[config.mk]
export PLATFORM = sky130hd
export DESIGN_NAME = bcd_clock_core
export DESIGN_NICKNAME = d
export VERILOG_FILES = /design/src/rtl/bcd_clock_core.sv
export SDC_FILE = /design/constraint.sdc
export NUM_CORES = 1
export LEC_CHECK = 0
export CAP_MARGIN = 20
export CORE_AREA = 2 2 136 124
export DETAILED_ROUTE_END_ITERATION = 7
export DIE_AREA = 0 0 138 126
export REMOVE_ABC_BUFFERS = 1
export SLEW_MARGIN = 0
export SYNTH_ARGS = -nofsm -noshare
export SYNTH_HDL_FRONTEND = slang
export SYNTH_SLANG_ARGS = --single-unit
[constraint.sdc]
create_clock -name clk -period 6 [get_ports clk]
set_input_delay 1.2 -clock clk [delete_from_list [all_inputs] [get_ports clk]]
set_output_delay 1.2 -clock clk [all_outputs]
set_load 0.1 [all_outputs]
[src/rtl/bcd_clock_core.sv]
// BCD hh:mm:ss time-of-day core with tick prescaler, 24/12-hour modes,
// button-driven time/alarm setting FSM and a timed alarm output.
//
// state  | meaning
// RUN    | normal timekeeping, time displayed
// SET_H  | time frozen, inc_btn edits hours
// SET_M  | time frozen, inc_btn edits minutes; leaving zeroes seconds and prescaler
// SET_AH | time runs, alarm displayed, inc_btn edits alarm hours
// SET_AM | time runs, alarm displayed, inc_btn edits alarm minutes
module bcd_clock_core #(
  parameter int CLK_DIV   = 100_000_000,
  parameter bit TWELVE_HR = 1'b0,
  parameter int ALARM_LEN = 60
) (
  input  logic        clk,
  input  logic        rst,
  input  logic        en,
  input  logic        mode_btn,
  input  logic        inc_btn,
  input  logic        alarm_off,
  output logic [23:0] hexs,
  output logic        pm,
  output logic [5:0]  les,
  output logic        sec_tick,
  output logic        alarm
);

  typedef enum logic [2:0] {RUN, SET_H, SET_M, SET_AH, SET_AM} state_t;

  localparam int            PW    = $clog2(CLK_DIV);
  localparam logic [PW-1:0] LAST  = PW'(CLK_DIV - 1);
  localparam logic [PW-1:0] HALF  = PW'(CLK_DIV / 2);
  localparam logic [7:0]    H_RST = TWELVE_HR ? 8'h12 : 8'h00;

  state_t        state_q, state_d;
  logic [PW-1:0] pre_q;
  logic [7:0]    hr_q, mn_q, sc_q, ahr_q, amn_q, acnt_q;
  logic          pm_q, apm_q, alarm_q;
  logic [7:0]    n_hr, n_mn, n_sc;
  logic          n_pm, counting, do_inc, match, leave_set_m, show_alarm, blink;

  function automatic logic [7:0] inc60(input logic [7:0] v);
    if (v == 8'h59)      return 8'h00;
    if (v[3:0] == 4'd9)  return {v[7:4] + 4'd1, 4'd0};
    return {v[7:4], v[3:0] + 4'd1};
  endfunction

  // Returns {pm, hour}; 12-hour mode flips pm on the 11 -> 12 step.
  function automatic logic [8:0] inc_hour(input logic [7:0] h, input logic p);
    if (TWELVE_HR) begin
      if (h == 8'h11) return {~p, 8'h12};
      if (h == 8'h12) return {p, 8'h01};
    end else if (h == 8'h23) begin
      return {p, 8'h00};
    end
    if (h[3:0] == 4'd9) return {p, h[7:4] + 4'd1, 4'd0};
    return {p, h[7:4], h[3:0] + 4'd1};
  endfunction

  assign sec_tick    = en && (pre_q == LAST);
  assign counting    = (state_q == RUN) || (state_q == SET_AH) || (state_q == SET_AM);
  assign do_inc      = inc_btn && !mode_btn;
  assign leave_set_m = (state_q == SET_M) && mode_btn;
  assign show_alarm  = (state_q == SET_AH) || (state_q == SET_AM);
  assign blink       = (pre_q >= HALF);

  always_comb begin
    n_sc = inc60(sc_q);
    n_mn = mn_q;
    n_hr = hr_q;
    n_pm = pm_q;
    if (sc_q == 8'h59) begin
      n_mn = inc60(mn_q);
      if (mn_q == 8'h59) {n_pm, n_hr} = inc_hour(hr_q, pm_q);
    end
  end

  assign match = (n_hr == ahr_q) && (n_mn == amn_q) && (n_sc == 8'h00) &&
                 (!TWELVE_HR || (n_pm == apm_q));

  always_comb begin
    state_d = state_q;
    if (mode_btn) begin
      case (state_q)
        RUN:     state_d = SET_H;
        SET_H:   state_d = SET_M;
        SET_M:   state_d = SET_AH;
        SET_AH:  state_d = SET_AM;
        default: state_d = RUN;
      endcase
    end
  end

  always_ff @(posedge clk or negedge rst) begin
    if (!rst) begin
      state_q <= RUN;
      pre_q   <= '0;
      hr_q    <= H_RST;
      mn_q    <= 8'h00;
      sc_q    <= 8'h00;
      pm_q    <= 1'b0;
      ahr_q   <= H_RST;
      amn_q   <= 8'h00;
      apm_q   <= 1'b0;
      alarm_q <= 1'b0;
      acnt_q  <= 8'h00;
    end else begin
      state_q <= state_d;
      if (leave_set_m)   pre_q <= '0;
      else if (en)       pre_q <= (pre_q == LAST) ? '0 : pre_q + PW'(1);

      if (sec_tick && counting) begin
        sc_q <= n_sc;
        mn_q <= n_mn;
        hr_q <= n_hr;
        pm_q <= n_pm;
      end
      if (leave_set_m) sc_q <= 8'h00;

      if (do_inc) begin
        case (state_q)
          SET_H:   {pm_q, hr_q}   <= inc_hour(hr_q, pm_q);
          SET_M:   mn_q           <= inc60(mn_q);
          SET_AH:  {apm_q, ahr_q} <= inc_hour(ahr_q, apm_q);
          SET_AM:  amn_q          <= inc60(amn_q);
          default: ;
        endcase
      end

      // Acknowledge beats a simultaneous re-match.
      if (alarm_off) begin
        alarm_q <= 1'b0;
      end else if (sec_tick && counting && match) begin
        alarm_q <= 1'b1;
        acnt_q  <= 8'(ALARM_LEN);
      end else if (alarm_q && sec_tick) begin
        if (acnt_q == 8'd1) alarm_q <= 1'b0;
        acnt_q <= acnt_q - 8'd1;
      end
    end
  end

  always_comb begin
    les = 6'b111111;
    if (blink) begin
      if (state_q == SET_H || state_q == SET_AH) les[5:4] = 2'b00;
      if (state_q == SET_M || state_q == SET_AM) les[3:2] = 2'b00;
    end
  end

  assign hexs  = show_alarm ? {ahr_q, amn_q, 8'h00} : {hr_q, mn_q, sc_q};
  assign pm    = TWELVE_HR ? (show_alarm ? apm_q : pm_q) : 1'b0;
  assign alarm = alarm_q;

endmodule
# ---- Word-level counts from Yosys, hierarchy flattened
# Cells that the tools add are included.
dict set report totals {
  ramBits 0
  out_inout_bits 33
  n_memories 0
  input_bits 6
  latch_bits 0
  register_bits 81
  wordCells 173
  romBits 0
}
dict set report classes {
  n_lt_le_gt_ge 1
  n_mux 93
  div_mod_pow 0
  multipliers 0
  add_sub_neg 12
  bitwise 1
  shift 0
  n_reduce_logical 30
  eq_ne 21
}
# op n
set op_table {}
lappend op_table {{8-bit two-way mux} 27}
lappend op_table {{9-bit two-way mux} 10}
lappend op_table {{27-bit two-way mux} 3}
lappend op_table {{1-bit two-way mux} 48}
lappend op_table {{4-bit by 1-bit adder with 4-bit output, second input constant} 10}
lappend op_table {{27-bit by 1-bit adder with 27-bit output, second input constant} 1}
lappend op_table {{27-bit == test, second input constant} 1}
lappend op_table {{27-bit by 26-bit >= comparator with 1-bit output, second input constant} 1}
lappend op_table {{8-bit by 7-bit == test with 1-bit output, second input constant} 3}
lappend op_table {{24-bit two-way mux} 1}
lappend op_table {{4-bit == test, second input constant} 5}
lappend op_table {{8-bit by 6-bit == test with 1-bit output, second input constant} 2}
lappend op_table {{8-bit == test} 2}
lappend op_table {{3-bit one-hot mux with 4 select lines} 1}
lappend op_table {{2-bit nonzero test} 5}
lappend op_table {{8-bit by 1-bit == test with 1-bit output, second input constant} 1}
lappend op_table {{1-bit logical AND} 8}
lappend op_table {{8-bit zero test} 1}
lappend op_table {{4-bit != test, second input constant} 2}
lappend op_table {{2-bit AND reduction} 4}
lappend op_table {{8-bit by 1-bit subtractor with 8-bit output, second input constant} 1}
lappend op_table {{3-bit by 2-bit == test with 1-bit output, second input constant} 2}
lappend op_table {{3-bit AND reduction} 2}
lappend op_table {{3-bit nonzero test} 2}
lappend op_table {{10 further kinds} 15}

# ---- Logic depth before layout (Yosys ltp)
# Gate-level depths: netlist of run 1.
dict set report depth {
  word_depth 17
  mapped_depth 12
  ltp_nobuf 12
}

# ---- Least setup slack after synthesis of run 1
# Ideal clock, no wire load.
dict set report synth_timing {
  kind {register to output}
  startpoint {register state_q[0]}
  endpoint {output port hexs[20]}
  setup_slack_ps 1560
  required_ps 4800
  n_path_buf 2
  path_stages_with_launch 7
  arrival_time_ps 3240
  cell_sequence {dfrtp_1 -> clkbuf_1 -> nor2_1 -> nand2_1 -> o21a_1 -> clkbuf_1 -> o21ai_0}
}
dict set report synth_between {
  elab_chain_len 3
  word_cells_on_any_way 4
  cone_classes {2 x eq/ne; 1 x mux; 1 x reduce/logical}
}
# item line_no
set synth_rtl {}
lappend synth_rtl {{start: declaration} 35} ;# state_t state_q, state_d;
lappend synth_rtl {{start signal: assignment} 108} ;# state_q <= state_d;
lappend synth_rtl {{3-bit by 2-bit == test with 1-bit output / 3-bit == test (equally long branches)} 64} ;# assign show_alarm = (state_q == SET_AH) || (state_q == SET_AM);
lappend synth_rtl {{1-bit logical OR (*)} 64}
lappend synth_rtl {{24-bit two-way mux (*)} 151} ;# assign hexs = show_alarm ? {ahr_q, amn_q, 8'h00} : {hr_q, mn_q, sc_q};
lappend synth_rtl {{end: declaration} 21} ;# output logic [23:0] hexs,
# Every way passes the cells marked *; elsewhere a longest branch is shown, timed or not.

# ---- Worst setup path after layout of run 1
dict set report layout_timing {
  startpoint {input port en}
  endpoint {output port sec_tick}
}
dict set report layout_between {
  elab_chain_len 1
}
# item line_no
set layout_rtl {}
lappend layout_rtl {{start: declaration} 17} ;# input logic en,
lappend layout_rtl {{1-bit logical AND} 60} ;# assign sec_tick = en && (pre_q == LAST);
lappend layout_rtl {{end: declaration} 24} ;# output logic sec_tick,
# Every way passes these cells.

==> flow_summary.toml, run 1 <==
[worst_hold_path]
min_path_type = "reg2reg"

[synthesis]
synth_fa_ha_area_share_pct = 5.686
seq_area_frac_synth_pct = 35.93
synth_xor_area_share_pct = 6.209
synth_area_per_cell_sq_um = 8.199
yosys_warnings = 0
netlist_area_sq_um = 5502
synthFlopType = "dfrtp_1"
synth.distinct_cells = 66
synth_compound_area_share_pct = 14.76
ys_ff_latch = 79
synth_area_leader_cell = "dfrtp_1"
yosys.area_share.simple_pct = 30.54
async_flop_share_pct = 100.0
yosysTopAreaCellShare_pct = 35.93
synth_top_family_by_area = "simple AND/OR/NAND/NOR gates"
synth-edff-count = 0
synth.mux.area_fraction_pct = 2.661
syn-instance-count = 671
synth_area_leaders = "dfrtp_1, nand2_1, ha_1"

[floorplanning]
rows = 44
die_width_um = 138
die_h_um = 126
top_level_ports = 39
core_area_sq_um = 15970
initial_core_util_pct = 34.46
die_area_sq_um = 17390

[sta]
fmax_ghz = 0.2155
finalClockSkew_ns = 0.008360
tns_ns = 0
timing.max_slew.rel_slack_pct = 34.05
period_share_pct = 77.33
rsz0062_at_grt = "false"
slew_violations = 0
hold_viol_final = 0
layout_min_cycle_time_ns = 4.640
worst_slack_ns = 1.360
worst_pin_slew_ns = 0.9861
finalSetupViolations = 0

[grt]
grt_pass1_vias = 4489
antenna_found_initial = 0
grt.overflow.total = 0
grt_max_degree = 62
gr-usage-all-layers_pct = 16.66
grt_first_pass_wirelength_um = 23650

[cells_and_area]
final_nets = 725
register_area_sq_um = 1977
multi_input_area_sq_um = 3304
n_fill_cell = 1655
n_antenna_cell = 0
fin_area_sq_um = 6362
drive_above_1_share_pct = 6.304
area_growth_pct = 15.65

[clock_network]
cts.hold.buffers_added = 0
cts_setup_buffers = 0
root_buffer = "clkbuf_16"
cts_buffers = 9
clock_latency_ns = 0.34
ctsResizeCount = 0
h-tree-depth = 3
numClockSinks = 79
cts_buffer_depth = 2
cts_tree = "built"
clkTransAtPathRegs_ns = 0.06

[detailed_routing]
drt_iter0_markers = 270
firstDrtPassIters = 5
ant_nets = 0
drt-total-wl_um = 13980
drc = 0
avgViaCountPerCell = 5.346
num_vias = 4838
wl_per_cell_um = 15.45

[worst_setup_path]
crit_buf_inv = 3
critical_path_class = "in2out"
max_stage_delay_ns = 1.15
path_cells = "clkdlybuf4s50_1 > nand2_1 > inv_1 > clkdlybuf4s50_1"
crit_path_start_kind = "primary input"
cp.required_ns = 4.80
cp_max_fo = 17
slowest_stage = "clkdlybuf4s50_1"
end_kind = "output pin"
cp_top_family = "buffers and inverters"
cpMostUsedCell = "clkdlybuf4s50_1"
cp.arrival_ns = 3.44

[placed_design]
place_ws_ns = 1.378
placed_cell_area_sq_um = 6008
gp_congestion = 0.8503
port_buffers = 35
hpwlAfterDp_um = 9955

[power_and_ir_drop]
ir_drop_mv = 0.2836
leakagePower_nw = 2.772
power_density_nw_per_um2 = 360.4

[run]
maxCapViolations = 0

[status]
status = "completed"
## per-stage QoR
stage / power, mW / std cells / util, % / hold WS [ns]
after global routing: 2.423 / 905 / 39.85 / 0.5651
after floorplan: 1.407 / 643 / - / 0.4720
after CTS: 2.306 / 904 / 39.80 / 0.5194
after global placement: 1.640 / 889 / 37.63 / 0.5092
after detailed placement: 1.649 / 889 / 37.63 / 0.5099
final: 2.293 / 905 / 39.85 / 0.5293
## logic make-up (layout without fill, tap and decap cells)
group,count (synthesis),after routing
adders and majority gates,25,25
and+or+nand+nor,323,323
AOI/OAI and AO/OA,136,136
buffers and inverters,53,79
other,2,3
DFF,79,79
muxes,14,14
xor gates and xnor gates,39,39
## power breakdown
| group | internal [mW] | leakage (nW) | switching (mW) | total (mW) |
|---|---|---|---|---|
| clock network | 0.428 | 0.169 | 0.227 | 0.654 |
| registers | 0.608 | 1.05 | 0.138 | 0.747 |
| logic | 0.259 | 1.56 | 0.632 | 0.892 |
| total | 1.30 | 2.77 | 0.998 | 2.29 |
## routing by layer
| metal | up-vias | share of wire, % | GRT usage, % | wire [um] |
|---|---|---|---|---|
| met5 | - | 0 | 0 | 0 |
| met4 | 0 | 1.5 | 5.402 | 204 |
| met3 | 13 | 4.5 | 2.281 | 636 |
| met2 | 104 | 41 | 23.79 | 5769 |
| met1 | 2303 | 53 | 25.76 | 7369 |
| li1 | 2418 | - | - | - |
## cells in the mapped netlist (3+ instances only)
master,n
and3_1,12
clkbuf_1,21
nand3_1,34
and2_1,12
o21ai_1,6
o21ai_0,55
buf_4,6
ha_1,25
a211oi_1,3
nand2_1,90
nand4_1,13
nor2b_1,13
nor3_1,23
a31oi_1,4
inv_1,23
dfrtp_1,79
nor2_1,68
a22o_1,3
a21o_1,4
or4_1,3
or3_1,3
mux2i_1,9
mux2_2,5
nand3b_1,5
nor4_1,10
xnor2_1,19
or2_2,5
a311oi_1,3
a21oi_1,33
o31ai_1,5
a2111oi_0,3
nor4bb_1,3
xor2_1,20
nand2b_1,11
## state kept, by name, indices dropped and copies added (netlist names)
register,count
acnt_q,8
ahr_q,8
alarm,1
amn_q,8
hr_q,8
mn_q,8
pre_q,27
sc_q,8
state_q,3
## final timing paths
path | from | endpoint | slack, ns | cells past startpoint
min | pre_q[23] | pre_q[23] | 0.53 | 1
max reg2reg | mn_q[1] | acnt_q[7] | 2.57 | 12
max in group asynchronous | rst | pre_q[13] | 4.19 | 2
max | en | sec_tick | 1.36 | 4
min in group asynchronous | rst | mn_q[7] | 0.74 | 1
min reg2reg | pre_q[23] | pre_q[23] | 0.53 | 1
## cells in the final DEF, fill, tap and decap left out, types with 4 or more instances in the layout
cell type / count
nand2_1: 90
dfrtp_1: 79
nor2_1: 68
o21ai_0: 55
nand3_1: 34
clkdlybuf4s50_1: 34
a21oi_1: 33
ha_1: 25
inv_1: 23
nor3_1: 23
xor2_1: 20
xnor2_1: 19
nand4_1: 13
nor2b_1: 13
and2_1: 12
and3_1: 12
nand2b_1: 11
nor4_1: 10
mux2i_1: 9
clkbuf_16: 9
o21ai_1: 6
buf_4: 6
or2_2: 5
nand3b_1: 5
o31ai_1: 5
mux2_2: 5
a31oi_1: 4
a21o_1: 4
## worst register-to-register path: stages (launching register included)
cell       delay (ns)
dfrtp_1          0.44
inv_1            0.08
ha_1             0.20
nand3b_4         0.12
inv_2            0.19
ha_1             0.27
a2111oi_0        0.37
a21oi_1          0.15
xnor2_1          0.15
or4_4            0.56
nor4_4           0.33
nand4b_4         0.23
and2_1           0.21
## layout make-up
type	count	area share, %
Clock buffer	12	4.031
Clock inverter	3	1.416
Inverter	24	1.416
Multi-Input combinational cell	540	51.94
Sequential cell	79	31.07
Tap cell	207	4.071
Timing Repair Buffer	40	6.057
Note: power is estimated with default switching activity, not from simulation.
==> run 2, diff against run 1 <==
Clock period 6 ns to 4.1 ns, I/O delays scaled along.
==> flow_summary.toml, run 2 (same netlist as run 1, synthesis figures left out) <==
[detailed_routing]
wl_per_cell_um = 15.55
num_vias = 4842
firstDrtPassIters = 5
avgViaCountPerCell = 5.315
drt_iter0_markers = 363
ant_nets = 0
drc = 0
drt-total-wl_um = 14170

[sta]
hold_viol_final = 0
finalSetupViolations = 0
period_share_pct = 79.95
timing.max_slew.rel_slack_pct = 35.78
rsz0062_at_grt = "false"
tns_ns = 0
finalClockSkew_ns = 0.006108
slew_violations = 0
layout_min_cycle_time_ns = 3.278
fmax_ghz = 0.3051
worst_pin_slew_ns = 0.9603

[worst_setup_path]
critical_path_class = "reg2reg"
end_kind = "flip-flop"
endpoint = "acnt_q[7]"
cp_max_fo = 9
cp.arrival_ns = 3.52
regToRegSetupSlack_ns = 0.82
cp.required_ns = 4.34
ff2ff_path_depth = 11
crit_path_start_kind = "flip-flop"
r2r_start = "mn_q[0]"
critPathLaunch = "mn_q[0]"
reg2reg_to = "acnt_q[7]"

[grt]
gr-usage-all-layers_pct = 16.62
grt_first_pass_wirelength_um = 23650
grt_pass1_vias = 4573
antenna_found_initial = 0
grt_max_degree = 72
grt.overflow.total = 0

[power_and_ir_drop]
ir_drop_mv = 0.5119
leakagePower_nw = 2.834
power_density_nw_per_um2 = 521.1
power.total_mw = 3.285

[placed_design]
placed_cell_area_sq_um = 5981
gp_congestion = 0.8441
port_buffers = 35
hpwlAfterDp_um = 10250

[clock_network]
clkTransAtPathRegs_ns = 0.06
cts_tree = "built"
cts.hold.buffers_added = 0
ctsResizeCount = 0
cts_buffer_depth = 2
clock_latency_ns = 0.35
cts_setup_buffers = 0
cts_buffers = 9
h-tree-depth = 3
root_buffer = "clkbuf_16"
numClockSinks = 79

[status]
status = "completed"

[floorplanning]
initial_core_util_pct = 34.46
die_width_um = 138
core_area_sq_um = 15970
top_level_ports = 39
die_h_um = 126
die_area_sq_um = 17390
rows = 44

[worst_hold_path]
min_path_type = "reg2reg"
min_path_cells = 1

[cells_and_area]
area_growth_pct = 14.58
n_antenna_cell = 0
top_register = "pre_q"
final_nets = 730
utilization_pct = 39.48
drive_above_1_share_pct = 11.36
fin_area_sq_um = 6304
largest_register_ffs = 27
final_cell_mix = "nand2_1, dfrtp_1, nor2_1, o21ai_0, buf_4"
layout_commonest_cell = "nand2_1"

[run]
maxCapViolations = 0
## run 2: cell count changes in the layout (fill, tap and decap cells not counted), sizes merged
cell	change
buf	+34
clkdlybuf4s50	-29
clkinv	+4
clkbuf	-2
bufinv	-1
## run 2: power breakdown
part / total (mW) / switching [mW] / internal [mW]
registers: 1.09 / 0.204 / 0.890
clock network: 0.887 / 0.339 / 0.548
logic: 1.30 / 0.941 / 0.363
total: 3.28 / 1.48 / 1.80
## run 2: metrics by stage
stage	hold slack [ns]	setup WS [ns]	cells
after floorplan	0.4720	0.1223	643
after global placement	0.5069	0.9269	895
after detailed placement	0.5163	0.8638	895
after CTS	0.5241	0.8311	911
after global routing	0.5551	0.5486	911
final	0.5256	0.8222	911
## run 2: critical path, cell delays in order, from the launching register on
cell       delay, ns
dfrtp_1         0.48
ha_1            0.27
nand3b_4        0.11
inv_2           0.17
ha_1            0.26
a2111oi_0       0.35
a21oi_1         0.12
xnor2_1         0.14
or4_4           0.54
nor4_4          0.30
nand4b_4        0.22
and2_1          0.21
## run 2: worst min path at each step
stage               from         to  slack [ns]
6_report       pre_q[23]  pre_q[23]        0.53
3_5_place_dp   pre_q[23]  pre_q[23]        0.52
5_1_grt        pre_q[23]  pre_q[23]        0.56
4_1_cts        pre_q[23]  pre_q[23]        0.52
3_3_place_gp   pre_q[23]  pre_q[23]        0.51
2_1_floorplan  pre_q[23]  pre_q[23]        0.47
## run 2: final cells by class
cell class                 instances  area, sq um
fill                            1641         9662
multi-input combinational        540         3304
sequential                        79         1977
timing repair buffer              45        350.3
tap                              207        259.0
clock buffer                      10        239.0
inverter                          24        90.09
clock inverter                     6        83.83
## run 2: metal layers
metal | share of wire (%) | track usage (%) | routed length, um
met4 | 1.4 | 5.342 | 192
met1 | 53 | 24.84 | 7567
met2 | 41 | 24.00 | 5846
met3 | 3.9 | 3.346 | 559
met5 | 0 | 0 | 0
==> run 3, diff against run 2 <==
Clock period 4.1 ns to 2.65 ns, I/O delays scaled along.
==> flow_summary.toml, run 3 (same netlist as run 1, synthesis figures left out) <==
[status]
status = "finished, violations left"
violations = "negative setup slack"

[cells_and_area]
area_growth_pct = 40.53
n_antenna_cell = 0
largest_register_ffs = 27
top_register = "pre_q"
fin_area_sq_um = 7731
n_fill_cell = 1538
final_nets = 841
layout_commonest_cell = "buf_4"
drive_above_1_share_pct = 27.40
final_cell_mix = "buf_4, nand2_1, dfrtp_1, nor2_1, o21ai_0"

[floorplanning]
die_width_um = 138
initial_core_util_pct = 34.46
die_h_um = 126
rows = 44
top_level_ports = 39
die_area_sq_um = 17390
core_area_sq_um = 15970

[worst_setup_path]
critPathLaunch = "hr_q[4]"
ff2ff_path_depth = 11
reg2reg_to = "acnt_q[0]"
cp.arrival_ns = 3.09
endpoint = "acnt_q[0]"
regToRegSetupSlack_ns = -0.19
critical_path_class = "reg2reg"
crit_path_start_kind = "flip-flop"
r2r_start = "hr_q[4]"
cp_max_fo = 6
cp.required_ns = 2.90
end_kind = "flip-flop"

[sta]
fmax_ghz = 0.3522
finalSetupViolations = 11
rsz0062_at_grt = "true"
layout_min_cycle_time_ns = 2.839
finalClockSkew_ns = 0.008119
worst_pin_slew_ns = 0.6267
slew_violations = 0
timing.max_slew.rel_slack_pct = 58.22
hold_viol_final = 0
worst_slack_ns = -0.1891
period_share_pct = 107.1
whs_ns = 0.1916

[power_and_ir_drop]
leakagePower_nw = 3.543
switchingPower_mw = 2.419
p_clk_share_pct = 22.8
pwr-share-comb_pct = 48.2
p_seq_share_pct = 28.9
power_density_nw_per_um2 = 723.3
p_sw_share_pct = 43.26
internal_power_mw = 3.173
ir_drop_mv = 0.8454

[detailed_routing]
avgViaCountPerCell = 5.152
num_vias = 5260
wl_per_cell_um = 15.07
drt_iter0_markers = 382
drc = 0
ant_nets = 0
drt-total-wl_um = 15390
firstDrtPassIters = 5

[clock_network]
numClockSinks = 79
root_buffer = "clkbuf_16"
clock_latency_ns = 0.35
h-tree-depth = 3
clkTransAtPathRegs_ns = 0.06
cts_tree = "built"
cts_buffers = 9
cts_buffer_depth = 2

[grt]
grt_first_pass_wirelength_um = 25300
antenna_found_initial = 0
grt_pass1_vias = 5069
gr-usage-all-layers_pct = 17.98
grt.overflow.total = 0
grt_max_degree = 44

[worst_hold_path]
min_path_type = "in2async"

[placed_design]
placed_cell_area_sq_um = 7042
port_buffers = 35
hpwlAfterDp_um = 11300
gp_congestion = 0.8772

[run]
maxCapViolations = 0
run 3: worst min path at each step:
| stage | startpoint | to | slack (ns) | cells past startpoint |
|---|---|---|---|---|
| after floorplan | rst | acnt_q[0] | 0.23 | 0 |
| after global placement | pre_q[23] | pre_q[23] | 0.50 | 1 |
| after detailed placement | pre_q[23] | pre_q[23] | 0.50 | 1 |
| after CTS | rst | ahr_q[2] | 0.21 | 1 |
| after global routing | rst | mn_q[7] | 0.24 | 1 |
| final | rst | ahr_q[5] | 0.19 | 1 |
run 3: power by group through the flow:
stage	Combinational, mW	Clock (mW)	Sequential [mW]
global route	2.89	1.36	1.65
finish	2.70	1.28	1.62
CTS	2.63	1.30	1.61
floorplan	1.57	0	1.62
global placement	2.59	0	1.62
detailed placement	2.59	0	1.62
run 3: stage by stage:
stage	power [mW]	setup WS (ns)	cells	TNS [ns]	utilization [%]
finish	5.592	-0.1891	1021	-1.441	48.42
global route	5.898	-0.2809	1021	-2.513	48.42
CTS	5.538	-0.1662	1013	-1.155	46.99
detailed placement	4.210	-0.2965	985	-2.376	44.11
global placement	4.205	-0.3028	985	-2.440	44.11
floorplan	3.187	-1.038	643	-11.28	-
run 3: metal layers:
layer	share of wire, %	global-route usage (%)	up-vias
li1	-	-	2637
met1	52	27.22	2495
met2	43	25.71	111
met3	3.5	3.308	17
met4	1.8	5.942	0
met5	0	0	-
run 3: timing repair:
item	4_1_cts	5_1_grt
resized for setup	16	43
pin swaps	11	15
endpoints found under the setup margin	16	34
buffers inserted	13	10
hold buffers	0	0
run 3: critical path, cell delays in order, from the launching register on:
cell and delay [ns]:
dfrtp_1 0.38, inv_2 0.06, ha_1 0.14, or4b_4 0.47, o21a_4 0.23, o22ai_2 0.15
nand3_1 0.10, or4_4 0.44, nor4_4 0.21, buf_4 0.18, nand4b_4 0.15, a21o_1 0.20
run 3: layout make-up:
| class | instances | area (sq um) | area share, % |
|---|---|---|---|
| Timing Repair Buffer | 156 | 1584 | 20.49 |
| Multi-Input combinational cell | 540 | 3515 | 45.46 |
| Tap cell | 207 | 259.0 | 3.350 |
| Clock inverter | 3 | 42.54 | 0.5503 |
| Sequential cell | 79 | 1979 | 25.60 |
| Clock buffer | 12 | 256.5 | 3.318 |
| Inverter | 24 | 95.09 | 1.230 |
